## config.mk

```make
export PLATFORM = sky130hd
export DESIGN_NAME = psw_attempt_ctrl_flat
export DESIGN_NICKNAME = d
export VERILOG_FILES = /design/src/rtl/psw_attempt_ctrl_if.sv /design/src/rtl/psw_attempt_ctrl.sv /design/src/flat_wrapper.sv
export SDC_FILE = /design/constraint.sdc
export NUM_CORES = 1
export LEC_CHECK = 0
export ABC_AREA = 1
export BUFFER_PORTS_ARGS = -buffer_cell sky130_fd_sc_hd__buf_2
export CELL_PAD_IN_SITES_DETAIL_PLACEMENT = 1
export CELL_PAD_IN_SITES_GLOBAL_PLACEMENT = 1
export CORE_AREA = 2 2 56 58
export CTS_CLUSTER_SIZE = 10
export DETAILED_ROUTE_END_ITERATION = 8
export DIE_AREA = 0 0 58 60
export PLACE_DENSITY = 0.76
export SYNTH_ARGS = -nofsm -noshare
export SYNTH_HDL_FRONTEND = slang
export SYNTH_SLANG_ARGS = --single-unit
```

## constraint.sdc

```tcl
create_clock -name clk -period 3 [get_ports clk]
set_clock_uncertainty 0.1 [all_clocks]
set_input_delay 0.45 -clock clk [delete_from_list [all_inputs] [get_ports clk]]
set_output_delay 0.45 -clock clk [all_outputs]
set_load 0.01 [all_outputs]
```

## src/rtl/psw_attempt_ctrl_if.sv

```systemverilog
// Bus between the board keys / password FSM and the attempt controller.
// master: drives submit and psw_result; slave: the controller itself.
interface psw_attempt_ctrl_if #(
  parameter int CNT_W = 2,
  parameter int TMR_W = 8
);
  logic             submit;
  logic [1:0]       psw_result;
  logic             check_en;
  logic             unlocked;
  logic             locked_out;
  logic [CNT_W-1:0] fail_count;
  logic [TMR_W-1:0] timer;
  logic [2:0]       state;
  logic             alarm;

  modport master (
    output submit, psw_result,
    input  check_en, unlocked, locked_out, fail_count, timer, state, alarm
  );

  modport slave (
    input  submit, psw_result,
    output check_en, unlocked, locked_out, fail_count, timer, state, alarm
  );
endinterface

```

## src/rtl/psw_attempt_ctrl.sv

```systemverilog
// Password attempt sequencer: turns a submit edge into a one-cycle check
// enable, collects the verdict, counts consecutive rejects, enforces a
// lockout after too many and holds an unlock window after an accept.
// Optional feature macro: PSW_CTRL_ALARM_EN (alarm toggles during lockout;
// when undefined alarm is tied low and no toggle flop exists).
module psw_attempt_ctrl #(
  parameter int MAX_ATTEMPTS   = 3,
  parameter int LOCK_TICKS     = 20,
  parameter int UNLOCK_TICKS   = 10,
  parameter int RESULT_TIMEOUT = 8,
  parameter int TMR_W          = 8,
  parameter int CNT_W          = 2
) (
  input  logic                clk,
  input  logic                rst_n_a,
  psw_attempt_ctrl_if.slave   bus
);

  typedef enum logic [2:0] {
    IDLE     = 3'd0,
    CHECK    = 3'd1,
    WAIT     = 3'd2,
    UNLOCKED = 3'd3,
    LOCKOUT  = 3'd4
  } state_t;

  localparam logic [TMR_W-1:0] RT_LOAD   = TMR_W'(RESULT_TIMEOUT - 1);
  localparam logic [TMR_W-1:0] UT_LOAD   = TMR_W'(UNLOCK_TICKS - 1);
  localparam logic [TMR_W-1:0] LT_LOAD   = TMR_W'(LOCK_TICKS - 1);
  localparam logic [TMR_W-1:0] TMR_ONE   = TMR_W'(1);
  localparam logic [CNT_W-1:0] CNT_MAX   = CNT_W'(MAX_ATTEMPTS);
  localparam logic [CNT_W:0]   CNT_MAX_X = (CNT_W+1)'(MAX_ATTEMPTS);

  state_t           state_q, state_d;
  logic [TMR_W-1:0] timer_q, timer_d;
  logic [CNT_W-1:0] fail_count_q, fail_count_d;
  logic             submit_q;
  logic             check_en_q, unlocked_q, locked_out_q;
  logic             sub_rise;
  logic [CNT_W:0]   fail_plus1;

  assign sub_rise   = bus.submit & ~submit_q;
  assign fail_plus1 = {1'b0, fail_count_q} + (CNT_W+1)'(1);

  // Next-state, timer and reject-counter logic
  always_comb begin
    state_d      = state_q;
    timer_d      = timer_q;
    fail_count_d = fail_count_q;
    case (state_q)
      IDLE: begin
        if (sub_rise) state_d = CHECK;
      end
      CHECK: begin
        timer_d = RT_LOAD;
        state_d = WAIT;
      end
      WAIT: begin
        if (bus.psw_result == 2'b01) begin
          fail_count_d = '0;
          timer_d      = UT_LOAD;
          state_d      = UNLOCKED;
        end else if (bus.psw_result[1] || (timer_q == '0)) begin
          // Explicit reject or verdict timeout
          if (fail_plus1 == CNT_MAX_X) begin
            fail_count_d = CNT_MAX;
            timer_d      = LT_LOAD;
            state_d      = LOCKOUT;
          end else begin
            fail_count_d = fail_plus1[CNT_W-1:0];
            timer_d      = '0;
            state_d      = IDLE;
          end
        end else begin
          timer_d = timer_q - TMR_ONE;
        end
      end
      UNLOCKED: begin
        // A new submit edge relocks at once, ahead of natural expiry
        if (sub_rise || (timer_q == '0)) begin
          timer_d = '0;
          state_d = IDLE;
        end else begin
          timer_d = timer_q - TMR_ONE;
        end
      end
      LOCKOUT: begin
        if (timer_q == '0) begin
          fail_count_d = '0;
          state_d      = IDLE;
        end else begin
          timer_d = timer_q - TMR_ONE;
        end
      end
      default: begin
        timer_d = '0;
        state_d = IDLE;
      end
    endcase
  end

  // State, counters and registered status outputs
  always_ff @(posedge clk or negedge rst_n_a) begin
    if (!rst_n_a) begin
      state_q      <= IDLE;
      timer_q      <= '0;
      fail_count_q <= '0;
      submit_q     <= 1'b0;
      check_en_q   <= 1'b0;
      unlocked_q   <= 1'b0;
      locked_out_q <= 1'b0;
    end else begin
      state_q      <= state_d;
      timer_q      <= timer_d;
      fail_count_q <= fail_count_d;
      submit_q     <= bus.submit;
      check_en_q   <= (state_d == CHECK);
      unlocked_q   <= (state_d == UNLOCKED);
      locked_out_q <= (state_d == LOCKOUT);
    end
  end

  assign bus.state      = state_q;
  assign bus.timer      = timer_q;
  assign bus.fail_count = fail_count_q;
  assign bus.check_en   = check_en_q;
  assign bus.unlocked   = unlocked_q;
  assign bus.locked_out = locked_out_q;

`ifdef PSW_CTRL_ALARM_EN
  logic alarm_q;

  // Alarm blinks every cycle in lockout and drops on the exit cycle
  always_ff @(posedge clk or negedge rst_n_a) begin
    if (!rst_n_a) alarm_q <= 1'b0;
    else          alarm_q <= (state_d == LOCKOUT) ? ~alarm_q : 1'b0;
  end

  assign bus.alarm = alarm_q;
`else
  assign bus.alarm = 1'b0;
`endif

endmodule

```

## src/flat_wrapper.sv

```systemverilog
// flat-port wrapper written by rule: the top's interface ports become plain ports
module psw_attempt_ctrl_flat 
#(
  parameter int MAX_ATTEMPTS   = 3,
  parameter int LOCK_TICKS     = 20,
  parameter int UNLOCK_TICKS   = 10,
  parameter int RESULT_TIMEOUT = 8,
  parameter int TMR_W          = 8,
  parameter int CNT_W          = 2
)
  (clk, rst_n_a, bus_submit, bus_psw_result, bus_check_en, bus_unlocked, bus_locked_out, bus_fail_count, bus_timer, bus_state, bus_alarm);
  psw_attempt_ctrl_if #(.CNT_W(CNT_W), .TMR_W(TMR_W)) bus_i ();
  input  logic clk;
  input  logic rst_n_a;
  input wire logic [$bits(bus_i.submit)-1:0] bus_submit;
  input wire logic [$bits(bus_i.psw_result)-1:0] bus_psw_result;
  output wire logic [$bits(bus_i.check_en)-1:0] bus_check_en;
  output wire logic [$bits(bus_i.unlocked)-1:0] bus_unlocked;
  output wire logic [$bits(bus_i.locked_out)-1:0] bus_locked_out;
  output wire logic [$bits(bus_i.fail_count)-1:0] bus_fail_count;
  output wire logic [$bits(bus_i.timer)-1:0] bus_timer;
  output wire logic [$bits(bus_i.state)-1:0] bus_state;
  output wire logic [$bits(bus_i.alarm)-1:0] bus_alarm;
  assign bus_i.submit = bus_submit;
  assign bus_i.psw_result = bus_psw_result;
  assign bus_check_en = bus_i.check_en;
  assign bus_unlocked = bus_i.unlocked;
  assign bus_locked_out = bus_i.locked_out;
  assign bus_fail_count = bus_i.fail_count;
  assign bus_timer = bus_i.timer;
  assign bus_state = bus_i.state;
  assign bus_alarm = bus_i.alarm;
  psw_attempt_ctrl #(.MAX_ATTEMPTS(MAX_ATTEMPTS), .LOCK_TICKS(LOCK_TICKS), .UNLOCK_TICKS(UNLOCK_TICKS), .RESULT_TIMEOUT(RESULT_TIMEOUT), .TMR_W(TMR_W), .CNT_W(CNT_W)) u_core (.clk(clk), .rst_n_a(rst_n_a), .bus(bus_i));
endmodule
```

After elaboration in Yosys (flattened, before gate mapping)
Index checks and enable logic that the tools add are counted.
{"block": "classes", "n_mux": 18, "eq_ne": 12, "n_bitwise": 3, "n_reduce_logical": 7, "n_addsub": 2}
{"cell": "one-hot mux 8 bit (5 select lines)", "n": 1}
{"cell": "2-to-1 mux 8 bit", "n": 4}
{"cell": "2-to-1 mux 3 bit", "n": 6}
{"cell": "one-hot mux 3 bit (5 select lines)", "n": 1}
{"cell": "equality test 3 x 2 -> 1 bit (second input constant)", "n": 4}
{"cell": "zero test 8 bit", "n": 1}
{"cell": "2-to-1 mux 2 bit", "n": 4}
{"cell": "subtractor 8 x 1 -> 8 bit (second input constant)", "n": 1}
{"cell": "equality test 3 x 1 -> 1 bit (second input constant)", "n": 2}
{"cell": "equality test 3 bit (second input constant)", "n": 2}
{"cell": "2-to-1 mux 5 bit", "n": 1}
{"cell": "one-hot mux 2 bit (2 select lines)", "n": 1}
{"cell": "adder 2 x 1 -> 3 bit (second input constant)", "n": 1}
{"cell": "zero test 3 bit", "n": 1}
{"cell": "inequality test 3 x 1 -> 1 bit (second input constant)", "n": 1}
{"cell": "AND reduction 3 bit", "n": 1}
{"cell": "equality test 2 x 1 -> 1 bit (second input constant)", "n": 1}
{"cell": "logical OR 1 bit", "n": 2}
{"cell": "inequality test 2 x 1 -> 1 bit (second input constant)", "n": 1}
{"cell": "inequality test 2 bit (second input constant)", "n": 1}
{"cell": "NOT 1 bit", "n": 2}
{"cell": "AND reduction 2 bit", "n": 1}
{"cell": "nonzero test 2 bit", "n": 1}
{"cell": "bitwise AND 1 bit", "n": 1}
{"block": "totals", "ff_bits": 17, "output_inout_bits": 17, "in_bits": 5, "elab_cells": 49}

Logic depth before layout (Yosys ltp)
{"block": "depth", "depth_word": 7, "mapped_depth": 12, "mapped_depth_nobuf": 12}

Least setup slack after synthesis
OpenSTA, ideal clock, no wires.
{"block": "synth_path", "kind": "reg-to-reg", "from": "register u_core.timer_q[0] (netlist: u_core.bus.timer[0])", "to": "register u_core.timer_q[2] (netlist: u_core.bus.timer[2])", "slack_ps": 1366, "synth_period_minus_slack_ps": 1634, "path_buffers": 0, "required_time_ps": 2777, "setup_time_ps": 123, "t_arrival_ps": 1411, "path_stages_with_launch": 10, "path_cell_list": "dfrtp_1 > inv_1 > ha_1 > inv_1 > nor2_2 > nand2_4 > a21oi_4 > inv_4 > nand3_4 > o21ai_2"}
{"block": "synth_via", "elab_chain_len": 5, "elab_cells_between_ends": 11, "cone_classes": "add/sub: 1; eq/ne: 1; mux: 5; reduce/logical: 4"}
{"element": "start: declaration", "line_no": "psw_attempt_ctrl.sv:35", "text": "logic [TMR_W-1:0] timer_q, timer_d;"}
{"element": "start signal: assignment", "line_no": "psw_attempt_ctrl.sv:114", "text": "timer_q <= timer_d;"}
{"element": "branches (longest 5 deep; another with subtractor 8 x 1 -> 8 bit)"}
Several ways; the timed one is not identified. The select of a mux whose other input is x is not followed.
A chain may end at the register's enable or synchronous reset.

Worst setup path after layout
{"block": "layout_path", "from": "register u_core.timer_q[0] (netlist: u_core.bus.timer[0])", "to": "register u_core.timer_q[5] (netlist: u_core.bus.timer[5])"}
Same word-level chain as after synthesis.

==> reports/metrics.cfg <==
[setup_path]
r2r_setup_slack_ps=1180
r2r-end=u_core.bus.timer[5]
crit_required_ps=3100
reg2reg_depth=9
arrival_ps=1920
timing.rr.start=u_core.bus.timer[0]
path_class=flip-flop to flip-flop
endpoint_kind=flip-flop
crit_fanout=9
endpoint=u_core.bus.timer[5]
startpoint_type=flip-flop
startpoint=u_core.bus.timer[0]

[logic_synthesis]
synth_area_um2=1127
synth_compound_area_share_pct=7.658
syn_nets=161
ys_top_cells_by_area=dfrtp_1 (38%), nand2_1 (16%), inv_1 (7.7%)
yosys_most_used_dff=dfrtp_1
synth_edf_count=0
synth_xor_area_share_pct=3.885
synth_mux_area_share_pct=0
syn_inst=153
synth_fa_ha_area_share_pct=3.330
ys_ff_latch=17
ys_top_cells_by_count=nand2_1 (47), inv_1 (23), dfrtp_1 (17)
synth_top_area_share_pct=37.74
yosys.area_share.simple_pct=36.74
synth_top_family_by_area=simple AND/OR/NAND/NOR gates
ys_warn_count=0
yosysMostFrequentCell=nand2_1
synth.distinct_cells=27
synthArstFlopShare_pct=100.0
avgSynthCellArea_um2=7.368
ys_seq_area_share_pct=37.74
synth_area_leader_cell=dfrtp_1

[final_layout]
antennaDiodeCount=0
syn_to_final_growth_pct=15.43
multi_input_comb_area_um2=585.6
final.fill_count=385
final-seq-area_um2=425.4
fin_nets=186
drive_gt1_share_pct=25.42

[clocking]
ctsResizeCount=0
cts_buffers=3
clkLatencyLatePin_ps=310
clkTransAtPathRegs_ps=120
clock_sinks=17
clk_path_buf_depth=2
tritoncts=yes
cts-root-buf=clkbuf_4
cts.htree.levels=1

[global_route]
antenna_found_initial=0
grt_usage_pct=18.35
grt_pass1_wl_um=4733
grt_max_degree=18
grt_pass1_vias=1049
overflow=0

[timing]
drv_slew=0
finalCritPeriodShare_pct=60.68
whs_ps=147.4
rsz0062_at_grt=false
setup_viol=0
period_needed_ps=1820
worst_slack_ps=1180
max_freq_ghz=0.5493
hold_viol_final=0
fin_setup_tns_ps=0

[worst_hold_path]
hold_class=input pin to flip-flop
min-delay-start=bus_submit

[route]
route.detailed.drc=0
num_vias=1029
ant_nets=0
first_pass_iters=4
wire_per_inst_um=13.33
dr.first_iter.drc_count=19
viasPerCell=4.900
wirelength_um=2800

[power]
pwr_density_cell_nw_per_um2=1064
static-leakage-power_nw=0.7670
finalPower_w=0.001385
max-vdd-ir-drop_v=0.0004135

[floorplan]
die_w_um=58
row_count=20
io-pin-count=22
core_um2=2903
initial_utilization_pct=38.84
dieArea_um2=3480
die_y_um=60

[placement]
place_ws_ps=1203
dp.final_hpwl_um=2288
finalWeightedCongestion=0.8290
port-buffer-count=20

[run]
cap_violations=0

[run_status]
status=finished, final reports clean

[sequential cells by signal, summed over array words and instances (netlist names)]
name,count
u_core.bus.fail_count,2
u_core.submit_q,1
u_core.bus.unlocked,1
u_core.bus.check_en,1
u_core.bus.locked_out,1
u_core.bus.state,3
u_core.bus.timer,8
[where the power goes]
part / total [W] / switching (W) / internal [W] / leakage (nW)
Combinational: 0.000870 / 0.000560 / 0.000310 / 0.528
Clock: 0.000137 / 0.0000864 / 0.0000509 / 0.0139
Sequential: 0.000377 / 0.0000795 / 0.000298 / 0.225
[routing by layer]
metal	up-vias	global-route usage [%]	routed length [um]	part of all wire (%)
met5	-	0	0	0
met4	0	6.977	38	1.4
met3	5	2.814	73	2.6
met2	14	34.58	1430	51
met1	496	20.69	1257	45
li1	514	-	-	-
[cell usage in the layout (no fill, tap or decap), types with 2 or more instances in the layout]
cell type / netlist / routed
nand2_1: 47 / 47
inv_1: 23 / 23
buf_2: 0 / 20
dfrtp_1: 17 / 17
nor2_1: 14 / 14
nand3_1: 13 / 13
o21ai_2: 4 / 4
inv_2: 3 / 3
nor2_2: 3 / 3
xor2_1: 3 / 3
ha_1: 3 / 3
clkbuf_4: 0 / 3
nor2_4: 2 / 2
nand2_4: 2 / 2
nand3b_1: 2 / 2
xnor2_1: 2 / 2
nand2_2: 2 / 2
o21ai_1: 2 / 2
[area by class of cell]
type	count	area share, %
inverters	28	8.365
multi-input cells	107	45.00
well taps	33	3.173
clock buffers	3	1.731
clock inverters	1	0.5769
repair buffers	21	8.462
flip-flops and latches	17	32.69
[worst min-delay path by stage]
stage / cells after the start / endpoint / slack (ps)
global placement: 1 / u_core.submit_q / 300
global route: 1 / u_core.submit_q / 140
CTS: 1 / u_core.submit_q / 150
floorplan: 0 / u_core.bus.check_en / 50
detailed placement: 1 / u_core.submit_q / 310
finish: 1 / u_core.submit_q / 150
[logic make-up after synthesis]
family	Yosys count
XOR/XNOR	5
AND/OR/NAND/NOR	88
buffers and inverters	29
adder cells (fa/ha/maj)	3
other	1
AO/OA/AOI/OAI	10
flip-flops	17
[through the flow]
step	area (um^2)	utilization, %	std cells
global placement	1261	43.45	205
CTS	1301	44.83	210
detailed placement	1261	43.45	205
global route	1301	44.83	210
floorplan	1127	-	153
finish	1301	44.83	210
[critical path, cell delays in order, from the launching register on]
cell     delay, ps
dfrtp_1        420
inv_1          130
ha_1           190
inv_1           50
nor2_2         140
nand2_4         90
a21oi_4        300
inv_4           90
nand3_4        130
o21ai_2         70
[timing repair]
item                      in CTS  in global routing
setup buffers                  0                  0
hold endpoints to repair      17                  0
hold buffers                   1                  0
No activity file was read; power rests on OpenSTA's default activity.
